--- config.mk ---
export PLATFORM = sky130hd
export DESIGN_NAME = coproc_seq
export DESIGN_NICKNAME = d
export VERILOG_FILES = /design/src/rtl/coproc_seq.sv
export SDC_FILE = /design/constraint.sdc
export NUM_CORES = 1
export LEC_CHECK = 0
export CELL_PAD_IN_SITES_DETAIL_PLACEMENT = 1
export CELL_PAD_IN_SITES_GLOBAL_PLACEMENT = 1
export CORE_AREA = 2 2 112 114
export DETAILED_ROUTE_END_ITERATION = 8
export DIE_AREA = 0 0 114 116
export PLACE_DENSITY = 0.95
export RECOVER_POWER = 100
export SLEW_MARGIN = 20
export SYNTH_ARGS = -nofsm -noshare
export SYNTH_HDL_FRONTEND = slang
export SYNTH_SLANG_ARGS = --single-unit
--- constraint.sdc ---
create_clock -name clk -period 4.1 [get_ports clk]
set_clock_uncertainty 0.05 [all_clocks]
set_input_delay 0.82 -clock clk [delete_from_list [all_inputs] [get_ports clk]]
set_output_delay 0.82 -clock clk [all_outputs]
set_load 0.05 [all_outputs]
--- src/rtl/coproc_seq.sv ---
// Host-side sequencer for a 4-bit ADDI coprocessor. It fetches the operand from a
// local 16x4 register file, handshakes with the coprocessor and writes the result back.
module coproc_seq (
  input  logic       clk,
  input  logic       rst_n,
  input  logic       host_valid,
  output logic       host_ready,
  input  logic [3:0] host_imm,
  input  logic [3:0] host_src,
  input  logic [3:0] host_dst,
  input  logic       host_abort,
  input  logic       rf_we,
  input  logic [3:0] rf_waddr,
  input  logic [3:0] rf_wdata,
  input  logic [3:0] rf_raddr,
  output logic [3:0] rf_rdata,
  output logic [3:0] cp_opcode,
  output logic [3:0] cp_mio,
  output logic [3:0] cp_bus_out,
  output logic       cp_oe_n,
  input  logic [3:0] cp_bus_in,
  input  logic       cp_done,
  input  logic       cp_carry,
  output logic       res_valid,
  output logic [3:0] res_data,
  output logic       res_carry,
  output logic       err_timeout,
  output logic       err_drop
);

  typedef enum logic [1:0] {IDLE, RUN, WB} state_t;

  localparam logic [3:0] OP_ADDI     = 4'b0001;
  localparam logic [4:0] TIMEOUT_LAST = 5'd30;

  state_t     state_q, state_d;
  logic [3:0] imm_q, imm_d;
  logic [3:0] opnd_q, opnd_d;
  logic [3:0] dst_q, dst_d;
  logic [4:0] cnt_q, cnt_d;
  logic       done_q, done_d;
  logic [3:0] res_data_q, res_data_d;
  logic       res_carry_q, res_carry_d;
  logic       err_timeout_q, err_timeout_d;
  logic       err_drop_q, err_drop_d;
  logic [3:0] cp_opcode_q, cp_opcode_d;
  logic [3:0] cp_mio_q, cp_mio_d;
  logic [3:0] cp_bus_out_q, cp_bus_out_d;
  logic       cp_oe_n_q, cp_oe_n_d;
  logic [3:0] rf_q [16];
  logic [3:0] rf_d [16];
  logic       completion;

  assign completion = (state_q == RUN) && cp_done && !done_q;

  always_comb begin
    state_d       = state_q;
    imm_d         = imm_q;
    opnd_d        = opnd_q;
    dst_d         = dst_q;
    cnt_d         = cnt_q;
    done_d        = cp_done;
    res_data_d    = res_data_q;
    res_carry_d   = res_carry_q;
    err_timeout_d = err_timeout_q;
    err_drop_d    = 1'b0;
    rf_d          = rf_q;

    case (state_q)
      IDLE: begin
        if (host_valid) begin
          imm_d         = host_imm;
          opnd_d        = rf_q[host_src];
          dst_d         = host_dst;
          err_timeout_d = 1'b0;
          cnt_d         = 5'd0;
          state_d       = RUN;
        end
      end
      RUN: begin
        // Abort beats completion, and completion on the last allowed cycle beats timeout.
        if (host_abort) begin
          state_d = IDLE;
        end else if (completion) begin
          res_data_d  = cp_bus_in;
          res_carry_d = cp_carry;
          state_d     = WB;
        end else if (cnt_q == TIMEOUT_LAST) begin
          err_timeout_d = 1'b1;
          state_d       = IDLE;
        end else begin
          cnt_d = cnt_q + 5'd1;
        end
      end
      WB: state_d = IDLE;
      default: state_d = IDLE;
    endcase

    // Writeback is applied after the host write so it wins an address collision.
    if (rf_we) rf_d[rf_waddr] = rf_wdata;
    if (state_q == WB) begin
      rf_d[dst_q] = res_data_q;
      err_drop_d  = rf_we && (rf_waddr == dst_q);
    end

    // Coprocessor drive is registered from the next state so it lines up with RUN.
    if (state_d == RUN) begin
      cp_opcode_d  = OP_ADDI;
      cp_mio_d     = imm_d;
      cp_bus_out_d = opnd_d;
      cp_oe_n_d    = 1'b0;
    end else begin
      cp_opcode_d  = 4'd0;
      cp_mio_d     = 4'd0;
      cp_bus_out_d = 4'd0;
      cp_oe_n_d    = 1'b1;
    end
  end

  always_ff @(posedge clk or negedge rst_n) begin
    if (!rst_n) begin
      state_q       <= IDLE;
      imm_q         <= 4'd0;
      opnd_q        <= 4'd0;
      dst_q         <= 4'd0;
      cnt_q         <= 5'd0;
      done_q        <= 1'b0;
      res_data_q    <= 4'd0;
      res_carry_q   <= 1'b0;
      err_timeout_q <= 1'b0;
      err_drop_q    <= 1'b0;
      cp_opcode_q   <= 4'd0;
      cp_mio_q      <= 4'd0;
      cp_bus_out_q  <= 4'd0;
      cp_oe_n_q     <= 1'b1;
      for (int i = 0; i < 16; i++) rf_q[i] <= 4'd0;
    end else begin
      state_q       <= state_d;
      imm_q         <= imm_d;
      opnd_q        <= opnd_d;
      dst_q         <= dst_d;
      cnt_q         <= cnt_d;
      done_q        <= done_d;
      res_data_q    <= res_data_d;
      res_carry_q   <= res_carry_d;
      err_timeout_q <= err_timeout_d;
      err_drop_q    <= err_drop_d;
      cp_opcode_q   <= cp_opcode_d;
      cp_mio_q      <= cp_mio_d;
      cp_bus_out_q  <= cp_bus_out_d;
      cp_oe_n_q     <= cp_oe_n_d;
      for (int i = 0; i < 16; i++) rf_q[i] <= rf_d[i];
    end
  end

  assign host_ready  = (state_q == IDLE);
  assign res_valid   = (state_q == WB);
  assign rf_rdata    = rf_q[rf_raddr];
  assign cp_opcode   = cp_opcode_q;
  assign cp_mio      = cp_mio_q;
  assign cp_bus_out  = cp_bus_out_q;
  assign cp_oe_n     = cp_oe_n_q;
  assign res_data    = res_data_q;
  assign res_carry   = res_carry_q;
  assign err_timeout = err_timeout_q;
  assign err_drop    = err_drop_q;

endmodule

Word-level counts from Yosys, hierarchy flattened
Cells that the tools add are included.

cells by class
  add/subtract/negate cells = 1
  order comparisons = 6
  equal/unequal tests = 10
  mux-type cells = 38
  bitwise logic cells = 5
  reductions and logical operators = 12

operators with widths
  cell                                                         number
  bitwise mux 64 bit                                           2
  two-way mux 64 bit                                           2
  two-way mux 4 bit                                            12
  binary-select mux 4 bit (select 4 bit)                       2
  demux 4 bit (select 4 bit)                                   2
  >= comparator 5 bit (second input constant)                  4
  two-way mux 5 bit                                            4
  inverter 4 -> 5 bit                                          4
  less-than comparator 5 x 1 -> 1 bit (second input constant)  2
  one-hot mux 5 bit (2 select lines)                           1
  AND reduction 5 bit                                          2
  two-way mux 2 bit                                            4
  != test 2 bit (second input constant)                        4
  two-way mux 1 bit                                            7
  adder 5 x 1 -> 5 bit (second input constant)                 1
  equality test 5 bit (second input constant)                  1
  logical AND 1 bit                                            5
  equality test 2 x 1 -> 1 bit (second input constant)         2
  equality test 4 bit                                          1
  one-hot mux 2 bit (2 select lines)                           1
  AND reduction 3 bit                                          1
  equality test 2 bit (second input constant)                  1
  logical NOT 2 bit                                            1
  != test 2 x 1 -> 1 bit (second input constant)               1
  5 further kinds                                              5

storage, ports and cells
  flip-flop bits (word level) = 104
  input port bits = 35

Logic depth before layout (Yosys ltp)
Gate-level depths: netlist (run 1).

  depth in word-level cells = 9
  depth in mapped cells = 7
  gate-level depth less buffers = 6

Worst setup path after synthesis (run 1)
Ideal clock, no wire load.

  kind = input port to output port
  from = input rf_raddr[0]
  to = output rf_rdata[0]
  data arrival time = 2.342 ns
  data required time = 3.230 ns
  setup slack = 0.888 ns
  cell stages on the path = 4
  buffers on the path = 2
  cells stage by stage = buf_2 -> buf_6 -> mux4_2 -> mux4_2

on the way
  longest elaborated chain between the ends = 4

RTL lines
  element                                               RTL line  source
  start: declaration                                    15        input logic [3:0] rf_raddr,
  inverter 4 -> 5 bit (not written as such)             158       assign rf_rdata = rf_q[rf_raddr];
  binary-select mux 4 bit (select 4 bit)                158
  two-way mux 4 bit (not written as such) (2 in a row)  158
  end: declaration                                      16        output logic [3:0] rf_rdata,

No other way between the ends. The select of a mux whose other input is x is not followed.

Final worst setup path (run 1)
  from = input rf_raddr[0]
  to = output rf_rdata[3]

The elaborated chain is that of the path after synthesis.

==> impl_metrics.ini, run 1 <==
[placement]
hpwlAfterDp_um = 13190
dp_slack_ns = 0.3890
finalWeightedCongestion = 1.030
dpl-instance-area_um2 = 6266
io_buffers = 57

[cts]
clkSinkCount = 101
clock_path_buffers = 2
clkLatencyLatePin_ns = 0.36
clk_pin_slew_ns = 0.07
holdBufCountCts = 0
cts_tree = done
postCtsSetupBuffers = 0
cts_root_buffer = clkbuf_16
cts.repair.resized = 0
htree_num_levels = 3
cts_buffers = 9

[global_routing]
grtUsageMet1 = 0.3716
grt_pass1_wl_um = 28860
busiest_layer = met2
grt_overflow_total = 0
grt_max_degree = 54
grt_pass1_vias = 5001
antenna_found_initial = 0
grt_usage = 0.2958
grt_use_met2 = 0.5056
grt_use_met3 = 0.05910

[route]
vias = 4715
dr.pass1.iters = 5
drtIter0Drc = 409
ant_nets = 0
drc = 0
wirelength_um = 18530
routedWlPerCell_um = 24.94
routed_via_density = 6.346

[sta]
hold_viol_final = 0
fin_ws_ns = 0.3598
slew_viol_final = 54
worstMarginPinSlew_ns = 2.953
tns_ns = 0
setup_viol = 0
maxSlewHeadroom = -0.9689
min_period_ns = 3.740
fin_crit_sh = 0.9122
rsz0062_at_grt = no
fmax_mhz = 267.4

[yosys]
ys_top_cells_by_area = dfrtp_1, mux2i_1, mux4_2
synth_edf_count = 0
syn_area_um2 = 5694
synth_ff_type = dfrtp_1
syn_avg_cell_area_um2 = 10.13
synth.top_cell.area_share = 0.4395
netlist_instances = 562
yosysTopAreaCell = dfrtp_1
yosysWarnings = 0
synth_seq_cells = 101
ys_types = 45
async_flop_share = 1.000
yosysSeqAreaShare = 0.4441

[finish]
drive_gt1_frac = 0.09060
n_antenna_cell = 0
area_growth_pct = 15.58
fillCellCount = 1290
fin_area_um2 = 6581
fin_nets = 628

[job]
maxCapViolations = 1

[floorplan]
row_count = 40
initial_utilization = 0.4780
core-area_um2 = 11910
ios = 61
die_area_um2 = 13220
die_x_um = 114
die_y_um = 116

[setup_path]
cp-end-kind = output pin
required_ns = 3.23
path_class = in2out
cp_max_fo = 16
crit_path_start_kind = input port
cp_data_arrival_time_ns = 2.87

[power]
ir_worst_vdd_uv = 290.1
leakagePower_nw = 2.809
p_per_area_nw_per_um2 = 553.4
power.total_mw = 3.642

[outcome]
status = complete, but fails checks
violations = max-capacitance violations, max-slew violations

[min_path]
hold_class = reg2reg
worst max-delay path, stage by stage:
cell and delay [ns]:
clkdlybuf4s50_1 0.46, buf_4 0.28, mux4_2 0.57, mux4_2 0.48
clkbuf_2 0.25
registers in the layout (all words and copies together) (netlist names):
| name | flops |
|---|---|
| state_q | 2 |
| cp_bus_out | 4 |
| err_drop | 1 |
| res_carry | 1 |
| err_timeout | 1 |
| opnd_q | 4 |
| cp_oe_n | 1 |
| cnt_q | 5 |
| rf_q | 64 |
| cp_mio | 4 |
| imm_q | 4 |
| cp_opcode | 1 |
| dst_q | 4 |
| done_q | 1 |
| res_data | 4 |
synthesized netlist by cell type, types with 2 or more instances:
cell type and number:
inv_1 5, mux2_2 5, a21oi_1 39, buf_4 4
nand2_1 75, nand3_1 20, buf_6 2, nand4_1 2
xor2_1 3, nor3b_1 3, and2_1 2, nor2b_1 8
nor2_1 49, a22oi_1 14, nand2b_1 4, mux2i_1 96
ha_1 2, buf_1 7, mux4_2 20, o21ai_0 36
nor3_1 3, buf_2 5, clkbuf_1 27, dfrtp_1 100
or3_1 6, nand3b_1 6
where the power goes:
part | leakage [nW] | internal, mW | switching, mW
sequential | 1.17 | 1.26 | 0.430
clock | 0.162 | 0.548 | 0.415
combinational | 1.47 | 0.432 | 0.557
final timing paths:
check	startpoint	end	slack (ns)	cells past startpoint
setup / recovery	rf_raddr[0]	rf_rdata[3]	0.36	5
hold / removal	imm_q[0]	imm_q[0]	0.43	2
setup reg to reg	dst_q[1]	rf_q[61]	1.66	3
hold reg to reg	imm_q[0]	imm_q[0]	0.43	2
max in group asynchronous	rst_n	imm_q[2]	0.69	2
min in group asynchronous	rst_n	rf_q[63]	1.37	1
through the flow:
stage	util	hold slack [ns]	std cells
after detailed placement	0.5261	0.4137	727
after global placement	0.5261	0.4012	727
after floorplan	-	0.3894	564
after global routing	0.5525	0.4731	743
after CTS	0.5541	0.4331	743
final	0.5525	0.4300	743
layer usage:
metal	up-vias	part of all wire
met5	-	0
met4	0	0.032
met3	48	0.066
met2	215	0.50
met1	2410	0.40
li1	2042	-
kinds of logic (layout without fill, tap and decap cells):
logic type,Yosys count,in the layout,share of synthesized area
compound gates,92,92,0.08899
xor+xnor,4,4,0.006154
fa+ha+maj,2,2,0.004394
buf+inv,51,83,0.04021
flops,101,101,0.4441
mux,121,121,0.2577
other cells,1,3,0.0006586
simple gates,190,190,0.1578
cells in the final DEF, fill, tap and decap left out, drive strengths merged, types with 2 or more instances in the layout:
master	netlist	routed
nor2	49	49
xor2	3	3
or3b	2	2
or3	6	6
conb	1	3
mux2	5	5
a22oi	14	14
a21oi	39	39
o21ai	36	36
dlygate4sd3	0	23
nor3	3	3
mux4	20	20
bufinv	0	2
nand2	75	75
ha	2	2
nand4	2	2
and2	2	2
nand3	20	20
clkdlybuf4s50	0	28
mux2i	96	96
nor4b	2	2
clkinv	0	2
inv	5	7
nor3b	4	4
nand2b	4	4
nor2b	8	8
buf	18	5
clkbuf	28	16
dfrtp	100	100
nand3b	6	6
layout make-up:
cell class              count  area, µm²  share of cell area
multi-input cells         412       2942              0.4470
flip-flops and latches    101       2529              0.3842
repair buffers             62      574.3             0.08726
clock buffers              10      229.0             0.03479
well taps                 147      183.9             0.02795
clock inverters             6      105.1             0.01597
inverters                   5      18.77            0.002852
Note: power is estimated with default switching activity, not from simulation.
==> run 2, diff against run 1 <==
--- a/config.mk
+++ b/config.mk
@@ -12,7 +12,7 @@
 export DIE_AREA = 0 0 114 116
 export PLACE_DENSITY = 0.95
 export RECOVER_POWER = 100
-export SLEW_MARGIN = 20
 export SYNTH_ARGS = -nofsm -noshare
 export SYNTH_HDL_FRONTEND = slang
 export SYNTH_SLANG_ARGS = --single-unit
+export TNS_END_PERCENT = 5
==> results of run 2 <==
No change in the layout: final DEF, timing and power equal those of run 1.
